$ cat config.mk
export PLATFORM = sky130hd
export DESIGN_NAME = univ_shift_reg
export DESIGN_NICKNAME = d
export VERILOG_FILES = /design/src/rtl/univ_shift_reg.sv
export SDC_FILE = /design/constraint.sdc
export NUM_CORES = 1
export LEC_CHECK = 0
export ABC_CLOCK_PERIOD_IN_PS = 1500
export CAP_MARGIN = 5
export CORE_UTILIZATION = 44
export CTS_CLUSTER_SIZE = 10
export DETAILED_ROUTE_END_ITERATION = 10
export PLACE_DENSITY = 0.9
export SYNTH_ARGS = -nofsm -noshare
export SYNTH_HDL_FRONTEND = slang
export SYNTH_SLANG_ARGS = --single-unit
export TNS_END_PERCENT = 100
$ cat constraint.sdc
create_clock -name clk -period 1.5 [get_ports clk]
set_input_delay 0.3 -clock clk [delete_from_list [all_inputs] [get_ports clk]]
set_output_delay 0.3 -clock clk [all_outputs]
set_load 0.02 [all_outputs]
$ cat src/rtl/univ_shift_reg.sv
// univ_shift_reg: parametrised universal shift register.
// Parallel load, shift right or left, a per-word shift counter
// that saturates at WIDTH, a drained flag and a one-cycle done pulse.
// Optional rotate mode is built when UNIV_SHIFT_ROTATE_EN is defined.
module univ_shift_reg #(
  parameter int                WIDTH     = 8,
  parameter logic [WIDTH-1:0]  RESET_VAL = '0,
  localparam int               CW        = $clog2(WIDTH + 1)
) (
  input  logic             clk,
  input  logic             rst,
  input  logic             load,
  input  logic             shift,
  input  logic             dir,
  input  logic [WIDTH-1:0] d,
  input  logic             si_r,
  input  logic             si_l,
`ifdef UNIV_SHIFT_ROTATE_EN
  input  logic             rot,
`endif
  output logic [WIDTH-1:0] q,
  output logic             so,
  output logic [CW-1:0]    cnt,
  output logic             drained,
  output logic             done
);

  localparam logic [CW-1:0] CNT_MAX  = CW'(WIDTH);
  localparam logic [CW-1:0] CNT_LAST = CW'(WIDTH - 1);

  logic [WIDTH-1:0] q_q, q_d;
  logic [CW-1:0]    cnt_q, cnt_d;
  logic             done_q, done_d;
  logic             in_r, in_l;

  // Next-state: load beats shift; otherwise hold. done is only raised
  // by the shift that takes the count from WIDTH-1 to WIDTH.
  always_comb begin
    q_d    = q_q;
    cnt_d  = cnt_q;
    done_d = 1'b0;
    in_r   = si_r;
    in_l   = si_l;
`ifdef UNIV_SHIFT_ROTATE_EN
    // Rotation feeds back the bit that is leaving the register.
    if (rot) begin
      in_r = q_q[0];
      in_l = q_q[WIDTH-1];
    end
`endif
    if (load) begin
      q_d   = d;
      cnt_d = '0;
    end else if (shift) begin
      q_d = dir ? {q_q[WIDTH-2:0], in_l} : {in_r, q_q[WIDTH-1:1]};
      if (cnt_q < CNT_MAX)
        cnt_d = cnt_q + CW'(1);
      done_d = (cnt_q == CNT_LAST);
    end
  end

  // State registers with synchronous reset overriding load/shift.
  always_ff @(posedge clk) begin
    if (rst) begin
      q_q    <= RESET_VAL;
      cnt_q  <= '0;
      done_q <= 1'b0;
    end else begin
      q_q    <= q_d;
      cnt_q  <= cnt_d;
      done_q <= done_d;
    end
  end

  assign q       = q_q;
  assign cnt     = cnt_q;
  assign done    = done_q;
  assign drained = (cnt_q == CNT_MAX);
  assign so      = dir ? q_q[WIDTH-1] : q_q[0];

endmodule

; Word level (Yosys, flattened, before mapping)
; Index checks and enable logic that the tools add are counted.
[word_totals]
inputBits = 15
elab_cells = 16
output_inout_bits = 15
ff_bits = 13
[op_classes]
n_eq_ne = 2
n_addsub = 1
n_lt_le_gt_ge = 1
n_bitwise = 1
muxes = 4
reduce_logical = 4
[ops]
columns = cell, count
row1 = $mux W8, 3
row2 = $add A4 B1 Y4 const B, 1
row3 = $eq A4 B3 Y1 const B, 1
row4 = $eq A4 B4 Y1 const B, 1
row5 = $lt A4 B4 Y1 const B, 1
row6 = $reduce_or A3 Y1, 1
row7 = $reduce_and A2 Y1, 1
row8 = $reduce_bool A2 Y1, 1
row9 = $reduce_or A2 Y1, 1
row10 = $mux W1, 1
row11 = $not A1 Y1, 1

; Longest topological paths before layout
; Gate-level depths: netlist (run 1).
[depth]
word_depth = 3
depth_mapped = 5
mapped_depth_nobuf = 4

; Worst setup path after synthesis (run 1)
; No wires, ideal clock.
[synth_timing]
path_kind = flip-flop to output port
start = reg cnt_q[0] (netlist: cnt[0])
end = out drained
t_required_ns = 1.200
path_buffers = 0
slack_ns = 0.255
path_stages_with_launch = 5
t_arrival_ns = 0.945
cell_sequence = dfxtp_1 inv_1 ha_1 nand2_1 nor2_1
[synth_via]
elab_chain_cells = 1
[synth_rtl]
columns = element, line
row1 = start: declaration, 32  ; logic [CW-1:0] cnt_q, cnt_d;
row2 = start signal: assignment, 70  ; cnt_q <= cnt_d;
row3 = $eq A4 B4 Y1, 78  ; assign drained = (cnt_q == CNT_MAX);
row4 = end: declaration, 24  ; output logic drained,
; Every way passes these cells.

; Worst setup path after layout (run 1)
; Same ends and word-level chain as after synthesis.

==> results.cfg, run 1 <==
[run_status]
status = complete, no violations

[floorplanning]
die_area_sq_um = 1780
die_w_um = 42.2
core-area_sq_um = 1510
die_h_um = 42.2
core.rowCount = 14
start_util_pct = 47.1
io_pins = 30

[timing]
slew_headroom_pct = 77.6
fin_ws_ns = 0.0948
fin_crit_ns = 1.41
fin_skew_ns = 0.000797
clock.fmax_mhz = 712
rsz0062_at_grt = false
period_share_pct = 93.7
drv_slew = 0
hold_violations = 0
tightest_slew_ns = 0.335
setup_viol = 0

[cells_and_area]
multi_input_area_sq_um = 374
final_cell_mix = 13 x dfxtp_1, 13 x clkdlybuf4s50_1, 11 x dlygate4sd2_1
seqCellArea_sq_um = 260
n_fill_cell = 124
area_growth_pct = 45.9
drive_gt1_share_pct = 10.9
final_net_count = 128
design_area_sq_um = 1030
n_antenna_cell = 0

[worst_setup_path]
ff2ff_setup_slack_ns = 0.39
worstPathArrival_ns = 1.11
r2r_cells = 5
crit_path_start_kind = flop
path_max_fanout = 2
timing.rr.start = cnt[0]
startpoint = cnt[0]
crit_type = reg2out
cp-end-kind = primary output
r2r_end = cnt[2]
crit_required_ns = 1.20

[global_routing]
grt_usage_pct = 17.7
grt_pass1_vias = 572
grt_max_degree = 22
antenna_found_initial = 0
grt_pass1_wl_mm = 2.41
grt_overflow = 0

[clocking]
cts_buffers = 3
clk_latency_ns = 0.27
cts_root_buffer = clkbuf_4
clk_pin_slew_worst_paths_ns = 0.08
clock-sinks = 13
h-tree-depth = 1
post_cts_buffers = 0
cts_tree = done
clk_path_buf_depth = 2

[placed_design]
port_buffers = 29
place_hpwl_mm = 1.09
pre_cts_ws_ns = -0.467
placed_area_sq_um = 1020
place.gp.congestion = 0.706

[drt]
wl_mm = 1.53
first_pass_iters = 4
drc = 0
post_drt_wl_per_cell_um = 12.1
vias = 664
final_antenna_net_count = 0
drt_iter0_drc = 11
avgViaCountPerCell = 5.27

[power]
leakagePower_nw = 0.522
vdd_drop_max_mv = 0.467
cellPowerDensity_nw_per_um2 = 755

[yosys]
synth_nets = 94
synth_area_leaders = dfxtp_1 37%, mux2i_1 13%, a211o_1 9.9%, clkbuf_8 5.8%, a21oi_1 5.6%
netlist.area_leader.share_pct = 36.7
ys_warn_count = 0
ys_types = 19
ys_seq_area_share_pct = 36.7
yosys.area.top_type = dfxtp_1
syn_area_per_cell_sq_um = 9.21
syn_inst = 77
ys_ff_latch = 13
synthesis.area_sq_um = 709

[min_path]
worstHoldStart = cnt[2]
hold_depth = 1
hold_class = reg2reg
hold_path_end = done

[flow_run]
maxCapViolCount = 0
## cell type report
class,count,area share (%)
Sequential cell,13,25.2
Tap cell,16,1.93
Clock buffer,4,2.54
Inverter,2,0.726
Multi-Input combinational cell,56,36.2
Timing Repair Buffer,35,33.5
## layer usage
metal / up-vias / GRT usage, % / wire length, um / part of all wire, %
met3: 4 / 5.17 / 115 / 7.5
met5: - / 0 / 0 / 0
met4: 0 / 7.50 / 22 / 1.4
met2: 27 / 27.2 / 692 / 45
li1: 336 / - / - / -
met1: 297 / 23.1 / 697 / 46
## through the flow
stage          power, mW  TNS [ns]  utilization, %  std cells  hold WS [ns]
2_1_floorplan      0.494         0               -         77         0.377
3_3_place_gp       0.582    -0.797            67.9        122         0.531
3_5_place_dp       0.587     -1.09            67.9        122         0.539
4_1_cts            0.786    -0.156            68.0        126         0.556
5_1_grt            0.822         0            68.7        126         0.587
6_report           0.781         0            68.7        126         0.554
## how the worst max path moves through the flow
stage,end,slack [ns],depth (start not counted)
CTS,so,-0.09,3
global route,drained,0.02,5
floorplan,drained,0.25,4
global placement,so,-0.44,3
detailed placement,so,-0.47,3
finish,drained,0.09,5
## cell usage after synthesis (all sizes together)
master	count
clkbuf	4
nor2	9
a211o	8
a21oi	8
xnor2	1
nand2	9
mux2	1
nand3b	1
xor2	1
ha	2
nor4b	1
buf	2
and2b	1
a41oi	1
mux2i	9
inv	2
dfxtp	13
nor3	4
## registers in the layout (all words and copies together) (netlist names)
name and cells:
cnt 4, done 1, q 8
## what timing repair did
| item | CTS | global route |
|---|---|---|
| setup endpoints to repair | 14 | 3 |
| gates cloned | 0 | 0 |
| resized for setup | 19 | 4 |
| hold buffers | 0 | 0 |
## where the power goes
group | leakage, nW | switching, mW | internal [mW]
Sequential | 0.107 | 0.0149 | 0.362
Clock | 0.0150 | 0.112 | 0.103
Combinational | 0.401 | 0.0873 | 0.103
Total | 0.522 | 0.214 | 0.567
## logic make-up after synthesis
logic type / synth area share (%)
AND/OR/NAND/NOR: 15.7
AO/OA/AOI/OAI: 16.8
flip-flops: 36.7
multiplexers: 14.3
buffers and inverters: 10.6
XOR/XNOR: 2.47
adder cells (fa/ha/maj): 3.53
## worst max-delay path, stage by stage (launching register included)
cell     delay, ns
dfxtp_1       0.34
inv_1         0.05
ha_1          0.19
nand2_1       0.06
nor2_1        0.03
buf_2         0.16
(Power assumes the default switching activity.)
==> run 2, diff against run 1 <==
Settings changed: MAX_ROUTING_LAYER set to met4.
==> results.cfg, run 2 (synthesis gave the netlist of run 1 again) <==
[drt]
final_antenna_net_count = 0
post_drt_wl_per_cell_um = 12.2
first_pass_iters = 4
wl_mm = 1.53
avgViaCountPerCell = 5.27
drc = 0
vias = 664
drt_iter0_drc = 9

[floorplanning]
die_h_um = 42.2
die_w_um = 42.2
core.rowCount = 14
start_util_pct = 47.1
core-area_sq_um = 1510
io_pins = 30
die_area_sq_um = 1780

[global_routing]
grt_overflow = 0
grt_pass1_vias = 573
grt_max_degree = 22
antenna_found_initial = 0
grt_usage_pct = 17.9
grt_pass1_wl_mm = 2.39

[timing]
rsz0062_at_grt = false
period_share_pct = 94.2
tightest_slew_ns = 0.334
fin_crit_ns = 1.41
drv_slew = 0
slew_headroom_pct = 77.7
clock.fmax_mhz = 708
timing.hold.ws_ns = 0.554
setup_viol = 0
hold_violations = 0
fin_skew_ns = 0.000790

[min_path]
hold_path_end = done
hold_class = reg2reg
worstHoldStart = cnt[2]
hold_depth = 1

[cells_and_area]
area_growth_pct = 45.9
final_cell_mix = 13 x dfxtp_1, 13 x clkdlybuf4s50_1, 11 x dlygate4sd2_1
final_net_count = 128
n_antenna_cell = 0
largest_register_ffs = 8
drive_gt1_share_pct = 10.9
final_cells = 126

[power]
vdd_drop_max_mv = 0.466
cellPowerDensity_nw_per_um2 = 759
leakagePower_nw = 0.522

[clocking]
cts_resized = 19
cts_buffers = 3
clk_path_buf_depth = 2
clk_pin_slew_worst_paths_ns = 0.08
cts_tree = done
post_cts_buffers = 0
clk_latency_ns = 0.28
h-tree-depth = 1
cts_root_buffer = clkbuf_4
clock-sinks = 13
holdBufCountCts = 0

[worst_setup_path]
r2r_end = cnt[2]
crit_path_start_kind = flop
path_max_fanout = 2
critical_path_cell_count = 5
ff2ff_setup_slack_ns = 0.39
timing.rr.start = cnt[0]
cp-end-kind = primary output
crit_type = reg2out
cp_top_family = flip-flops
worstPathArrival_ns = 1.11
crit_chain = inv_1, ha_1, nand2_1, nor2_1, buf_2
slowest_stage = dfxtp_1
cpPeakStageDelay_ns = 0.35
worstPathBufferInverterCount = 2
r2r_cells = 5
crit_required_ns = 1.20

[run_status]
status = complete, no violations

[placed_design]
place.gp.congestion = 0.714
place_hpwl_mm = 1.09
port_buffers = 29
place_inst = 122

[flow_run]
maxCapViolCount = 0
-- run 2: cell counts in the layout (fill, tap and decap cells not counted) --
No cell type changed its count.
-- run 2: area by class of cell --
class,instances,area [sq um]
sequential,13,260
clock buffer,4,26.3
inverter,2,7.51
tap,16,20.0
multi-input combinational,56,374
timing repair buffer,35,347
fill,124,472
-- run 2: metal layers --
metal	track usage [%]	wire (um)	vias up
li1	-	-	336
met1	23.1	717	300
met2	27.2	687	23
met3	3.88	94	5
met4	7.50	33	0
met5	-	0	-
-- run 2: worst max path at each step --
stage / start / end
finish: cnt[0] / drained
global route: cnt[0] / drained
floorplan: cnt[0] / drained
global placement: dir / so
detailed placement: dir / so
CTS: dir / so
-- run 2: stage by stage --
stage                     total power [mW]  setup slack, ns  utilization [%]  cell area [sq um]  setup TNS (ns)
after global placement               0.582           -0.437             67.9               1020          -0.797
after detailed placement             0.587           -0.467             67.9               1020           -1.09
after CTS                            0.786          -0.0905             68.0               1020          -0.156
after global routing                 0.819           0.0284             68.7               1030               0
final                                0.786           0.0868             68.7               1030               0
after floorplan                      0.494            0.255                -                709               0
-- run 2: where the power goes --
part / leakage (nW) / internal, mW / total, mW / switching, mW
Combinational: 0.401 / 0.103 / 0.190 / 0.0875
Sequential: 0.107 / 0.362 / 0.376 / 0.0148
Clock: 0.0150 / 0.103 / 0.219 / 0.116
